### src/rtl/comma_inserter.sv
// Transmit lane framer: alignment comma bursts, idle comma fill and a periodic forced comma.
// It packs payload words behind a one-cycle registered output stage.
module comma_inserter #(
  parameter int         BYTES     = 4,
  parameter logic [7:0] COMMA     = 8'hBC,
  parameter logic [7:0] FILL      = 8'h50,
  parameter int         ALIGN_LEN = 16,
  parameter int         PERIOD    = 1024
) (
  input  logic               clk_i,
  input  logic               rstn_i,
  input  logic [BYTES*8-1:0] data_i,
  input  logic               valid_i,
  output logic               ready_o,
  input  logic               realign_i,
  output logic [BYTES*8-1:0] data_o,
  output logic [BYTES-1:0]   comma_o,
  output logic               aligned_o
);

  localparam int DW = BYTES * 8;
  localparam int PW = $clog2(PERIOD);
  localparam int BW = (ALIGN_LEN > 1) ? $clog2(ALIGN_LEN) : 1;
  localparam logic [PW-1:0]    PER_LAST    = PW'(PERIOD - 1);
  localparam logic [BW-1:0]    BURST_LAST  = BW'(ALIGN_LEN - 1);
  localparam logic [BYTES-1:0] COMMA_FLAG  = BYTES'(1);

  typedef enum logic {ST_ALIGN = 1'b0, ST_RUN = 1'b1} state_t;

  logic [DW-1:0] comma_word;

  // Byte 0 carries the K character; all other lanes carry the fill character.
  for (genvar gi = 0; gi < BYTES; gi++) begin : g_comma
    assign comma_word[8*gi +: 8] = (gi == 0) ? COMMA : FILL;
  end

  state_t         state_q, state_d;
  logic [BW-1:0]  burst_q, burst_d;
  logic [PW-1:0]  per_q, per_d;
  logic [DW-1:0]  data_q, data_d;
  logic [BYTES-1:0] comma_q, comma_d;
  logic           ready_q, ready_d;
  logic           aligned_q, aligned_d;

  always_comb begin
    state_d = state_q;
    burst_d = burst_q;
    per_d   = per_q;
    data_d  = comma_word;
    comma_d = COMMA_FLAG;

    if (state_q == ST_ALIGN) begin
      per_d = '0;
      if (realign_i) begin
        burst_d = '0;
      end else if (burst_q == BURST_LAST) begin
        state_d = ST_RUN;
        burst_d = '0;
      end else begin
        burst_d = burst_q + 1'b1;
      end
    end else begin
      // ready_q is low exactly in the forced-comma slot, so this also covers that case.
      if (ready_q && valid_i) begin
        data_d  = data_i;
        comma_d = '0;
        per_d   = per_q + 1'b1;
      end else begin
        per_d = '0;
      end
      if (realign_i) begin
        state_d = ST_ALIGN;
        burst_d = '0;
        per_d   = '0;
      end
    end

    ready_d   = (state_d == ST_RUN) && (per_d != PER_LAST);
    aligned_d = (state_d == ST_RUN);
  end

  always_ff @(posedge clk_i or negedge rstn_i) begin
    if (!rstn_i) begin
      state_q   <= ST_ALIGN;
      burst_q   <= '0;
      per_q     <= '0;
      data_q    <= '0;
      comma_q   <= '0;
      ready_q   <= 1'b0;
      aligned_q <= 1'b0;
    end else begin
      state_q   <= state_d;
      burst_q   <= burst_d;
      per_q     <= per_d;
      data_q    <= data_d;
      comma_q   <= comma_d;
      ready_q   <= ready_d;
      aligned_q <= aligned_d;
    end
  end

  assign data_o    = data_q;
  assign comma_o   = comma_q;
  assign ready_o   = ready_q;
  assign aligned_o = aligned_q;

endmodule

### config.mk
export PLATFORM = sky130hd
export DESIGN_NAME = comma_inserter
export DESIGN_NICKNAME = d
export VERILOG_FILES = /design/src/rtl/comma_inserter.sv
export SDC_FILE = /design/constraint.sdc
export NUM_CORES = 1
export LEC_CHECK = 0
export CORE_ASPECT_RATIO = 0.5
export CORE_UTILIZATION = 43
export CTS_CLUSTER_SIZE = 16
export DETAILED_ROUTE_END_ITERATION = 12
export PLACE_DENSITY = 0.85
export SETUP_SLACK_MARGIN = 0.02
export SLEW_MARGIN = 40
export SYNTH_ARGS = -nofsm -noshare
export SYNTH_HDL_FRONTEND = slang
export SYNTH_SLANG_ARGS = --single-unit
### constraint.sdc
create_clock -name clk_i -period 1.9 [get_ports clk_i]
set_clock_uncertainty 0.15 [all_clocks]
set_input_delay 0.285 -clock clk_i [delete_from_list [all_inputs] [get_ports clk_i]]
set_output_delay 0.285 -clock clk_i [all_outputs]
set_load 0.02 [all_outputs]
# ---- Word level (Yosys, flattened, before mapping)
# Cells that the tools add are included.
dict set report totals {
  inputBits 36
  output_inout_bits 38
  regBits 52
}
dict set report classes {
  mux 15
  n_eq_ne 3
  add_sub_neg 2
  n_reduce_logical 2
}
# operator n
set ops {}
lappend ops {{32-bit 2-to-1 mux} 2}
lappend ops {{10-bit 2-to-1 mux} 3}
lappend ops {{4-bit 2-to-1 mux} 5}
lappend ops {{10-bit by 1-bit adder with 10-bit output, second input constant} 1}
lappend ops {{10-bit != test, second input constant} 1}
lappend ops {{1-bit 2-to-1 mux} 5}
lappend ops {{4-bit by 1-bit adder with 4-bit output, second input constant} 1}
lappend ops {{4-bit equality test, second input constant} 1}
lappend ops {{1-bit logical AND} 2}
lappend ops {{2-bit != test, second input constant} 1}

# ---- Depth between registers and ports, before layout
# Gate-level depths: netlist of run 1.
dict set report logic_depth {
  depth_word 6
  ltp_mapped 5
  depth_no_buf 5
}

# ---- Worst setup path before layout of run 1
# Ideal clock, no wire load.
dict set report synth_timing {
  path_kind {register to register}
  start {register, netlist name aligned_o}
  end {register ready_q (netlist: ready_o)}
  setup_ps 138
  t_arrival_ps 1220
  path_slack_ps 392
  stages_incl_launch_ff 5
  period_less_slack_ps 1508
  path_cell_list {dfrtp_1 > and3_2 > nand2b_1 > nor4_1 > a311oi_1}
}
# item line_no
set synth_rtl {}
lappend synth_rtl {{to (signal assigned)} 97} ;# ready_q <= ready_d;
lappend synth_rtl {{to (decl)} 42} ;# logic ready_q, ready_d;

# ---- Worst setup path after layout of run 1
dict set report layout_timing {
  start {register data_q[17] (netlist: data_o[17])}
  end {output data_o[17]}
}
# item line_no
set layout_rtl {}
lappend layout_rtl {{from (decl)} 40} ;# logic [DW-1:0] data_q, data_d;
lappend layout_rtl {{from (signal assigned)} 95} ;# data_q <= data_d;
lappend layout_rtl {{to (decl)} 16} ;# output logic [BYTES*8-1:0] data_o,
# No word-level cell between the ends.

==> qor.yml, run 1 <==
run_status: "finished clean"
antenna_cells: 0
vias_per_cell: 4.66
setup_tns_ps: 0
cp_slowest_stage_delay_ps: 630
start_kind: "flop"
grt_max_degree: 34
final_util_pct: 67.7
fp.dieW_um: 95.5
initial_utilization_pct: 46.5
ys_ff_latch: 49
synth_cell_type_count: 30
rsz0062_at_grt: "false"
clk_pin_slew_worst_paths_ps: 80
fin_crit_sh_pct: 89.3
antenna_found_initial: 0
drc_errors: 0
grtUsageTotal_pct: 18.2
worst_ep_arrival_time_ps: 1260
syn_inst: 152
hold_viol: 0
switching_share_pct: 21.1
numCtsBuffers: 5
period_needed_ps: 1700
p_int_w: 0.00138
yosys-top-cells-area: "dfrtp_1 (65%), and2_1 (7.0%), nand2b_1 (4.3%), nor2_1 (1.8%), or3_1 (1.7%)"
core_area_mm2: 0.00404
seq_power_share_pct: 60.1
power_density_mw_per_mm2: 640
max-vdd-ir-drop_v: 0.000382
drive_gt1_share_pct: 7.42
wirelength_um: 3860
path_cells: "clkdlybuf4s50_1"
synth_top_area_share_pct: 65.2
cts_root_buf: "clkbuf_8"
syn2layout_area_growth_pct: 45.6
setup_violations: 0
fmax_ghz: 0.589
reg2reg_to: "ready_o$_DFF_PN0_"
combPwrFrac_pct: 6.9
slowest_stage: "clkdlybuf4s50_1"
maxSlewViolCount: 0
power.leakage_nw: 1.17
synth-seq-area-share_pct: 65.2
nNetsFinal: 266
cts_tree: "done"
postCtsSetupBuffers: 0
place_area_mm2: 0.00264
grt_first_pass_wirelength_um: 6330
ant_nets: 0
worstRegToRegCells: 5
design_area_mm2: 0.00274
final_common_cell: "clkdlybuf4s50_1"
cp_data_required_time_ps: 1460
place_congestion: 0.805
critical_path.top_delay_family: "buffers and inverters"
drt_iter0_drc: 53
yosysWarnings: 0
insertion_delay_ps: 290
grt-ovfl-total: 0
ioPinCount: 74
endpoint_kind: "output port"
hold_class: "input port to asynchronous set/reset pin"
path_buf_inv: 1
yosysTopAreaCell: "dfrtp_1"
clockPowerShare_pct: 33.0
num_rows: 16
die_h_um: 48.8
switching_power_w: 0.000369
crit_fanout: 1
drt_first_pass_iters: 4
synth_area_mm2: 0.00188
holdWs_ps: 364
rrSetupSlack_ps: 270
layout_common_cells: "clkdlybuf4s50_1 (68), dfrtp_1 (49), and2_1 (21)"
routed-via-count: 1318
dieArea_mm2: 0.00466
drv_cap: 0
portBuffers: 70
cts_sinks: 49
grt_pass1_vias: 1376
h-tree-depth: 2
r2r-start: "per_q[0]$_DFF_PN0_"
syn_avg_cell_area_um2: 12.4
hpwl_um: 2880
dp.cells: 274
clockBufferDepth: 2
instances_no_fill: 283
critical_path_class: "flop to output port"
wl_per_cell_um: 13.6
## state kept, by name (all words and copies together), names as in the netlist
name,flops
aligned_o,1
burst_q,4
comma_o,1
data_o,32
per_q,10
ready_o,1
## how the worst max path moves through the flow
stage	start	endpoint	slack, ps	cells after the start
after floorplan	aligned_o$_DFF_PN0_	ready_o$_DFF_PN0_	390	4
after global placement	valid_i	ready_o$_DFF_PN0_	270	5
after detailed placement	valid_i	ready_o$_DFF_PN0_	210	5
after CTS	aligned_o$_DFF_PN0_	aligned_o	40	1
after global routing	per_q[0]$_DFF_PN0_	ready_o$_DFF_PN0_	150	5
final	data_o[17]$_DFF_PN0_	data_o[17]	200	1
## cell families after synthesis
family / Yosys count / synth area share, %
flip-flops: 49 / 65.2
adder cells (fa/ha/maj): 2 / 1.33
XOR/XNOR: 5 / 2.33
other: 1 / 0.199
buffers and inverters: 10 / 3.13
multiplexers: 2 / 1.06
AND/OR/NAND/NOR: 70 / 23.0
AO/OA/AOI/OAI: 13 / 3.73
## cell usage after synthesis, drive strengths merged
cell,count
nand2,5
a311oi,1
and2,21
xor2,3
mux2i,2
and3,1
nand2b,13
dfrtp,49
clkbuf,2
o21ai,5
nand4,4
a31oi,1
nor4,1
nand3b,1
nor2b,4
nor2,9
ha,2
xnor2,2
a21oi,6
nand3,5
conb,1
nor3,1
inv,2
or3,5
buf,6
## power groups by stage
stage               logic (W)  registers [W]  clock network, W
floorplan           0.0000268        0.00107                 0
global placement     0.000118        0.00107                 0
CTS                  0.000123        0.00105          0.000600
detailed placement   0.000122        0.00107                 0
finish               0.000121        0.00105          0.000577
global route         0.000134        0.00105          0.000645
## routing by layer
| layer | vias to the layer above | routed length [um] | global-route usage (%) |
|---|---|---|---|
| li1 | 638 | - | - |
| met1 | 643 | 1570 | 20.8 |
| met2 | 26 | 2090 | 32.5 |
| met3 | 11 | 108 | 4.09 |
| met4 | 0 | 95 | 8.21 |
| met5 | - | 0 | 0 |
## cell type report
class	instances	area, um^2
clock buffer	6	72.6
multi-input combinational	95	603
timing repair buffer	75	751
sequential	49	1230
fill	300	1310
clock inverter	2	10.0
inverter	2	7.51
tap	54	67.6
## timing repair
action,CTS,global route
endpoints found under the hold margin,19,0
resized for setup,0,1
endpoints found under the setup margin,0,1
hold buffers,1,0
## metrics by stage
step                setup slack [ps]  power [W]
floorplan                        392    0.00110
global placement                 267    0.00119
detailed placement               211    0.00120
CTS                             40.0    0.00178
global route                     148    0.00183
finish                           204    0.00175
Power figures use the tool's default switching activity.
==> run 2: changes to the inputs <==
Settings changed: CTS_CLUSTER_DIAMETER set to 30, CTS_CLUSTER_SIZE 16 to 20.
==> results of run 2 <==
No change in the layout: final DEF, timing and power equal those of run 1.
